<file path="config.mk">
export PLATFORM = sky130hd
export DESIGN_NAME = stage_advance
export DESIGN_NICKNAME = d
export VERILOG_FILES = /design/src/rtl/stage_advance.sv
export SDC_FILE = /design/constraint.sdc
export NUM_CORES = 1
export LEC_CHECK = 0
export ABC_CLOCK_PERIOD_IN_PS = 2750
export CAP_MARGIN = 20
export CORE_UTILIZATION = 50
export DETAILED_ROUTE_END_ITERATION = 8
export PLACE_DENSITY_LB_ADDON = 0.15
export SYNTH_ARGS = -nofsm -noshare
export SYNTH_HDL_FRONTEND = slang
export SYNTH_SLANG_ARGS = --single-unit
</file>
<file path="constraint.sdc">
create_clock -name clock -period 2.75 [get_ports clock]
set_input_delay 0.275 -clock clock [delete_from_list [all_inputs] [get_ports clock]]
set_output_delay 0.275 -clock clock [all_outputs]
set_load 0.005 [all_outputs]
</file>
<file path="src/rtl/stage_advance.sv">
// stage_advance: counts player hits and, once the stage target is met,
// pulses nextStage to the stage shift register, or sets gameClear after the last stage.
module stage_advance #(
   parameter int BASE_HITS    = 3,
   parameter int STEP_HITS    = 1,
   parameter int PULSE_CYCLES = 2,
   parameter int HOLD_CYCLES  = 4
) (
   input  logic       clock,
   input  logic       reset,
   input  logic       start,
   input  logic       hit,
   input  logic [4:0] stageIn,
   output logic       nextStage,
   output logic [3:0] hitCount,
   output logic [2:0] level,
   output logic       playing,
   output logic       gameClear
);

   typedef enum logic [2:0] {
      IDLE,
      PLAY,
      PULSE,
      HOLD,
      CLEAR
   } state_t;

   localparam logic [7:0] PULSE_LD = 8'(PULSE_CYCLES - 1);
   localparam logic [7:0] HOLD_LD  = 8'(HOLD_CYCLES - 1);

   state_t     state_q, state_d;
   logic [7:0] cnt_q, cnt_d;
   logic [3:0] hits_q, hits_d;
   logic       ns_q, ns_d;
   logic       gc_q, gc_d;
   logic       play_q, play_d;
   logic       prev_q;

   logic       hit_edge;
   logic [4:0] sum;
   logic [4:0] target;
   logic [4:0] n;

   assign hit_edge = hit & ~prev_q;
   assign n        = {1'b0, hits_q} + 5'd1;

   // Level is the run of ones from stageIn[0] up to the first zero.
   always_comb begin
      level = 3'd0;
      unique casez (stageIn)
         5'b????0: level = 3'd0;
         5'b???01: level = 3'd1;
         5'b??011: level = 3'd2;
         5'b?0111: level = 3'd3;
         5'b01111: level = 3'd4;
         5'b11111: level = 3'd5;
         default:  level = 3'd0;
      endcase
   end

   // Per-stage hit target, 5-bit sum saturated to the 4-bit counter range.
   always_comb begin
      sum    = 5'(BASE_HITS + STEP_HITS * int'(level));
      target = (sum > 5'd15) ? 5'd15 : sum;
   end

   // Next-state and registered-output logic for the game FSM.
   always_comb begin
      state_d = state_q;
      cnt_d   = cnt_q;
      hits_d  = hits_q;
      ns_d    = ns_q;
      gc_d    = gc_q;
      unique case (state_q)
         IDLE: begin
            if (start) begin
               state_d = PLAY;
               hits_d  = 4'd0;
            end
         end
         PLAY: begin
            if (hit_edge) begin
               if (n < target) begin
                  hits_d = n[3:0];
               end else if (level < 3'd5) begin
                  state_d = PULSE;
                  hits_d  = 4'd0;
                  ns_d    = 1'b1;
                  cnt_d   = PULSE_LD;
               end else begin
                  state_d = CLEAR;
                  hits_d  = 4'd0;
                  gc_d    = 1'b1;
               end
            end
         end
         PULSE: begin
            if (cnt_q == 8'd0) begin
               state_d = HOLD;
               ns_d    = 1'b0;
               cnt_d   = HOLD_LD;
            end else begin
               cnt_d = cnt_q - 8'd1;
            end
         end
         HOLD: begin
            if (cnt_q == 8'd0) begin
               state_d = PLAY;
            end else begin
               cnt_d = cnt_q - 8'd1;
            end
         end
         CLEAR: begin
            state_d = CLEAR;
         end
         default: begin
            state_d = IDLE;
         end
      endcase
      play_d = (state_d == PLAY) || (state_d == PULSE) || (state_d == HOLD);
   end

   // State and output registers; reset clears everything at once.
   always_ff @(posedge clock or posedge reset) begin
      if (reset) begin
         state_q <= IDLE;
         cnt_q   <= 8'd0;
         hits_q  <= 4'd0;
         ns_q    <= 1'b0;
         gc_q    <= 1'b0;
         play_q  <= 1'b0;
         prev_q  <= 1'b0;
      end else begin
         state_q <= state_d;
         cnt_q   <= cnt_d;
         hits_q  <= hits_d;
         ns_q    <= ns_d;
         gc_q    <= gc_d;
         play_q  <= play_d;
         prev_q  <= hit;
      end
   end

   assign nextStage = ns_q;
   assign hitCount  = hits_q;
   assign playing   = play_q;
   assign gameClear = gc_q;

endmodule

</file>
* Word level (Yosys, flattened, before mapping)
Cells that the tools add are included.
Storage, ports and cells: word-level logic and storage cells 71, register bits after elaboration 19, output and inout bits 10, input bits 9
Operators by class: bitwise logic cells 5, equal/unequal tests 18, $lt $le $gt $ge 3, reductions and logical operators 11, $add $sub $neg 3, muxes and demuxes 24
Operators by type and width (number):
- two-way mux 8 bit | 5
- case mux 8 bit (3 select lines) | 1
- two-way mux 3 bit | 6
- case mux 3 bit (6 select lines) | 1
- two-way mux 4 bit | 4
- equality test 3 x 2 -> 1 bit (second input constant) | 5
- case mux 3 bit (5 select lines) | 1
- inequality test 2 bit (second input constant) | 6
- AND reduction 5 bit | 2
- zero test 8 bit | 1
- case mux 4 bit (2 select lines) | 1
- subtractor 8 x 1 -> 8 bit (second input constant) | 1
- equality test 3 x 1 -> 1 bit (second input constant) | 2
- adder 4 x 1 -> 5 bit (second input constant) | 1
- equality test 5 x 4 -> 1 bit (second input constant) | 1
- equality test 5 bit (second input constant) | 1
- < comparator 5 x 4 -> 1 bit | 1
- adder 2 x 3 -> 4 bit (first input constant) | 1
- equality test 4 x 3 -> 1 bit (second input constant) | 1
- > comparator 4 bit (second input constant) | 1
- two-way mux 1 bit | 4
- inverter 1 bit | 4
- AND reduction 4 bit | 1
- nonzero test 2 bit | 2
- 9 further kinds | 10

* Longest topological paths before layout
word-level depth 12, gate-level depth with buffers 14, depth with buffers taken out 13

* Worst setup path after synthesis
Ideal clock, no wire load.
path type input to register, from input port stageIn[3], to register cnt_q[1], required time 2.625 ns, arrival 2.459 ns, slack 0.166 ns, library setup time 0.125 ns, stages on the path 14, cells stage by stage nor2b_1 -> nand2b_1 -> nand2_1 -> nand2_1 -> ha_1 -> xor2_1 -> ha_1 -> a21oi_1 -> o2111ai_1 -> a41oi_2 -> or2_1 -> buf_6 -> inv_4 -> mux2_4
Between the ends: longest elaborated chain between the ends 8, elaborated cells on any way between the ends 12, those cells by class add/sub: 1; order compare: 3; eq/ne: 5; mux: 2; reduce/logical: 1
RTL lines:
- start, declared | line 13 | input logic [4:0] stageIn,
- equality test 5 bit (tied with other cells) | line 51 | unique casez (stageIn)
- case mux 3 bit (6 select lines) (*) | line 51
- adder 2 x 3 -> 4 bit | line 64 | sum = 5'(BASE_HITS + STEP_HITS * int'(level));
- > comparator 4 bit | line 65 | target = (sum > 5'd15) ? 5'd15 : sum;
- two-way mux 4 bit | line 65
- < comparator 5 x 4 -> 1 bit | line 84 | if (n < target) begin
- inequality test 2 bit (no source line)
- AND reduction 5 bit (no source line) (*)
- end signal, assigned | line 136 | cnt_q <= cnt_d;
- end, declared | line 33 | logic [7:0] cnt_q, cnt_d;
Every way passes the cells marked *; elsewhere a longest branch is shown, timed or not. A chain may end at the register's enable or synchronous reset.

* Final worst setup path
Same ends and word-level chain as after synthesis.

==> results_dict.tcl <==
set metrics [dict create \
    worst-path-max-fanout 3 \
    die_width_um 50.8 \
    internal-power_uw 863 \
    grt_usage_pct 24.3 \
    synth_warnings 0 \
    htreeDepth 1 \
    fin_total_pwr_mw 1.49 \
    totalWireLength_um 2530 \
    p_leak_nw 0.681 \
    grt_max_degree 20 \
    drt_iter0_markers 23 \
    clkTransAtPathRegs_ns 0.12 \
    setup_ws_ns 0.168 \
    worstSkewPairLatency_ns 0.32 \
    rsz0062_at_grt "true" \
    p_sw_share_pct 42.1 \
    cpMaxStageDelayCell "clkdlybuf4s50_1" \
    required_ns 2.97 \
    wl_per_cell_um 13.7 \
    fill_cells 182 \
    tightestPinTransition_ns 0.704 \
    status "finished clean" \
    design_area_um2 1510 \
    die_area_um2 2580 \
    pre_cts_ws_ns -0.217 \
    core_um2 2230 \
    antenna_found_initial 0 \
    slew_violations 0 \
    final_hold_viol_count 0 \
    seqPwrFrac_pct 33.1 \
    final_nets 173 \
    max_stage_delay_ns 0.42 \
    cts_buffers 3 \
    grt_overflow 0 \
    io_buffers 18 \
    ioPinCount 19 \
    cp_top_family "simple AND/OR/NAND/NOR gates" \
    critPathKind "input port to register" \
    cts_setup_buffers 0 \
    drc_errors 0 \
    start_kind "input port" \
    start_util_pct 53.2 \
    max_slew_margin_pct 53.0 \
    cts.sink_count 19 \
    final_common_cell "dfrtp_1" \
    cts_tree "built" \
    dieHeight_um 50.8 \
    synthCells 125 \
    synth_cell_types 42 \
    cts.path.max_buffers 2 \
    crit_buf_inv 2 \
    fin_crit_sh_pct 93.9 \
    synth_fp_nets 141 \
    antennaDiodeCount 0 \
    cap_violations 0 \
    dr.pass1.iters 4 \
    fin_crit_ns 2.58 \
    first_global_vias 981 \
    synthToLayoutAreaGrowth_pct 27.3 \
    vias 1019 \
    antenna_left 0 \
    syn_area_per_cell_um2 9.51 \
    fin_setup_tns_ns 0 \
    dp_hpwl_um 1920 \
    path_cells "clkdlybuf4s50_1 > nor2b_2 > nand2b_1 > nand2_1 > nand2_1 > ha_1 > xor2_1 > ha_1 > a21oi_2 > o2111ai_2 > a41oi_2 > or2_4 > inv_4 > mux2_4" \
    gp_congestion 0.789 \
    clockPowerShare_pct 10.2 \
    powerDensity_nw_per_um2 985 \
    setup.worst_path.end_class "register" \
    drive_gt1_share_pct 16.0 \
    post_dp_cell_area_um2 1470 \
    cts_root_buffer "clkbuf_4" \
    final_cell_mix "dfrtp_1, clkdlybuf4s50_1, nand2_1" \
    setup-violations-final 0 \
    hold_path.class "input port to async pin" \
    hold_buffers 0 \
    ys_seq_area_share_pct 40.0 \
    grt_pass1_wl_um 4520 \
    timing.hold.ws_ns 0.348 \
    syn_area_um2 1190 \
    worstPathArrival_ns 2.80 \
    fp-row-count 17 \
    clock.fmax_mhz 387 \
    p_switching_uw 626 \
    combPwrFrac_pct 56.6 \
    vias_per_cell 5.54 \
    yosys_register_bits 19 \
    clock-skew-final_ns 0.00888 \
    peakVddDrop_mv 0.669 \
]
-- power by group through the flow --
| stage | clock network, mW | registers [mW] | logic (mW) |
|---|---|---|---|
| floorplan | 0 | 0.477 | 0.542 |
| global placement | 0 | 0.493 | 0.781 |
| detailed placement | 0 | 0.499 | 0.804 |
| CTS | 0.151 | 0.493 | 0.810 |
| global route | 0.164 | 0.512 | 0.946 |
| finish | 0.152 | 0.494 | 0.844 |
-- registers in the layout (all words and copies together) (netlist names) --
| name | flops |
|---|---|
| gameClear | 1 |
| cnt_q | 8 |
| hitCount | 4 |
| state_q | 3 |
| prev_q | 1 |
| nextStage | 1 |
| playing | 1 |
-- layer usage --
layer	share of wire, %	GRT usage, %
met1	47	33.3
met2	46	36.2
met3	4.7	4.55
met4	2.1	12.5
met5	0	0
-- synthesized netlist by cell type --
library cell | instances | area [um^2]
a211oi_1 | 1 | 7.51
a211oi_2 | 1 | 12.5
a21boi_0 | 1 | 7.51
a21o_1 | 2 | 15.0
a21oi_1 | 6 | 30.0
a221o_1 | 1 | 10.0
a31oi_1 | 5 | 31.3
a32o_1 | 3 | 30.0
a41oi_1 | 1 | 8.76
a41oi_2 | 1 | 16.3
and3_1 | 2 | 12.5
and3b_1 | 1 | 8.76
and4_1 | 1 | 8.76
buf_2 | 1 | 5.00
buf_6 | 1 | 11.3
dfrtp_1 | 19 | 475
ha_1 | 7 | 87.6
inv_1 | 10 | 37.5
inv_4 | 1 | 6.26
mux2_4 | 1 | 15.0
mux2i_1 | 2 | 20.0
nand2_1 | 12 | 45.0
nand2b_1 | 3 | 18.8
nand3_1 | 3 | 15.0
nand3b_1 | 1 | 7.51
nor2_1 | 9 | 33.8
nor2b_1 | 3 | 18.8
nor3_1 | 2 | 10.0
nor3_4 | 1 | 16.3
nor3b_1 | 1 | 7.51
o2111ai_1 | 1 | 8.76
o21ai_0 | 6 | 30.0
o21bai_1 | 1 | 7.51
o221ai_1 | 1 | 8.76
o22ai_1 | 1 | 6.26
o2bb2ai_1 | 4 | 35.0
or2_1 | 1 | 6.26
or2_2 | 1 | 6.26
or2b_1 | 1 | 7.51
or4_1 | 1 | 7.51
xnor2_1 | 1 | 8.76
xor2_1 | 3 | 26.3
-- final cells by class --
cell class / count / area (um^2) / area share [%]
Multi-Input combinational cell: 93 / 668 / 44.2
Sequential cell: 19 / 475 / 31.4
Timing Repair Buffer: 29 / 263 / 17.4
Inverter: 11 / 43.8 / 2.89
Tap cell: 28 / 35.0 / 2.32
Clock buffer: 3 / 22.5 / 1.49
Clock inverter: 1 / 5.00 / 0.331
-- per-stage QoR --
| stage | util [%] | cells |
|---|---|---|
| detailed placement | 65.8 | 180 |
| global placement | 65.8 | 180 |
| CTS | 67.1 | 184 |
| finish | 67.7 | 184 |
| global route | 67.7 | 184 |
| floorplan | - | 125 |
-- final timing paths --
check,slack [ns],end,from,cells past startpoint
worst max-delay path,0.17,cnt_q[1],stageIn[3],14
worst min-delay path,0.35,hitCount[1],reset,2
worst max register to register,0.42,cnt_q[1],hitCount[0],9
worst min register to register,0.47,gameClear,gameClear,1
max in group asynchronous,1.95,gameClear,reset,2
min in group clock,0.46,prev_q,hit,1
-- logic make-up after synthesis --
kind of cell	synth area share, %
adder cells (fa/ha/maj)	7.37
AO/OA/AOI/OAI	22.3
buffers and inverters	5.05
flip-flops	40.0
AND/OR/NAND/NOR	19.4
XOR/XNOR	2.95
multiplexers	2.95
-- timing repair --
| action | in CTS | in global routing |
|---|---|---|
| resized for setup | 0 | 4 |
| setup endpoints to repair | 0 | 8 |
| hold endpoints to repair | 0 | 0 |
(Power assumes the default switching activity.)
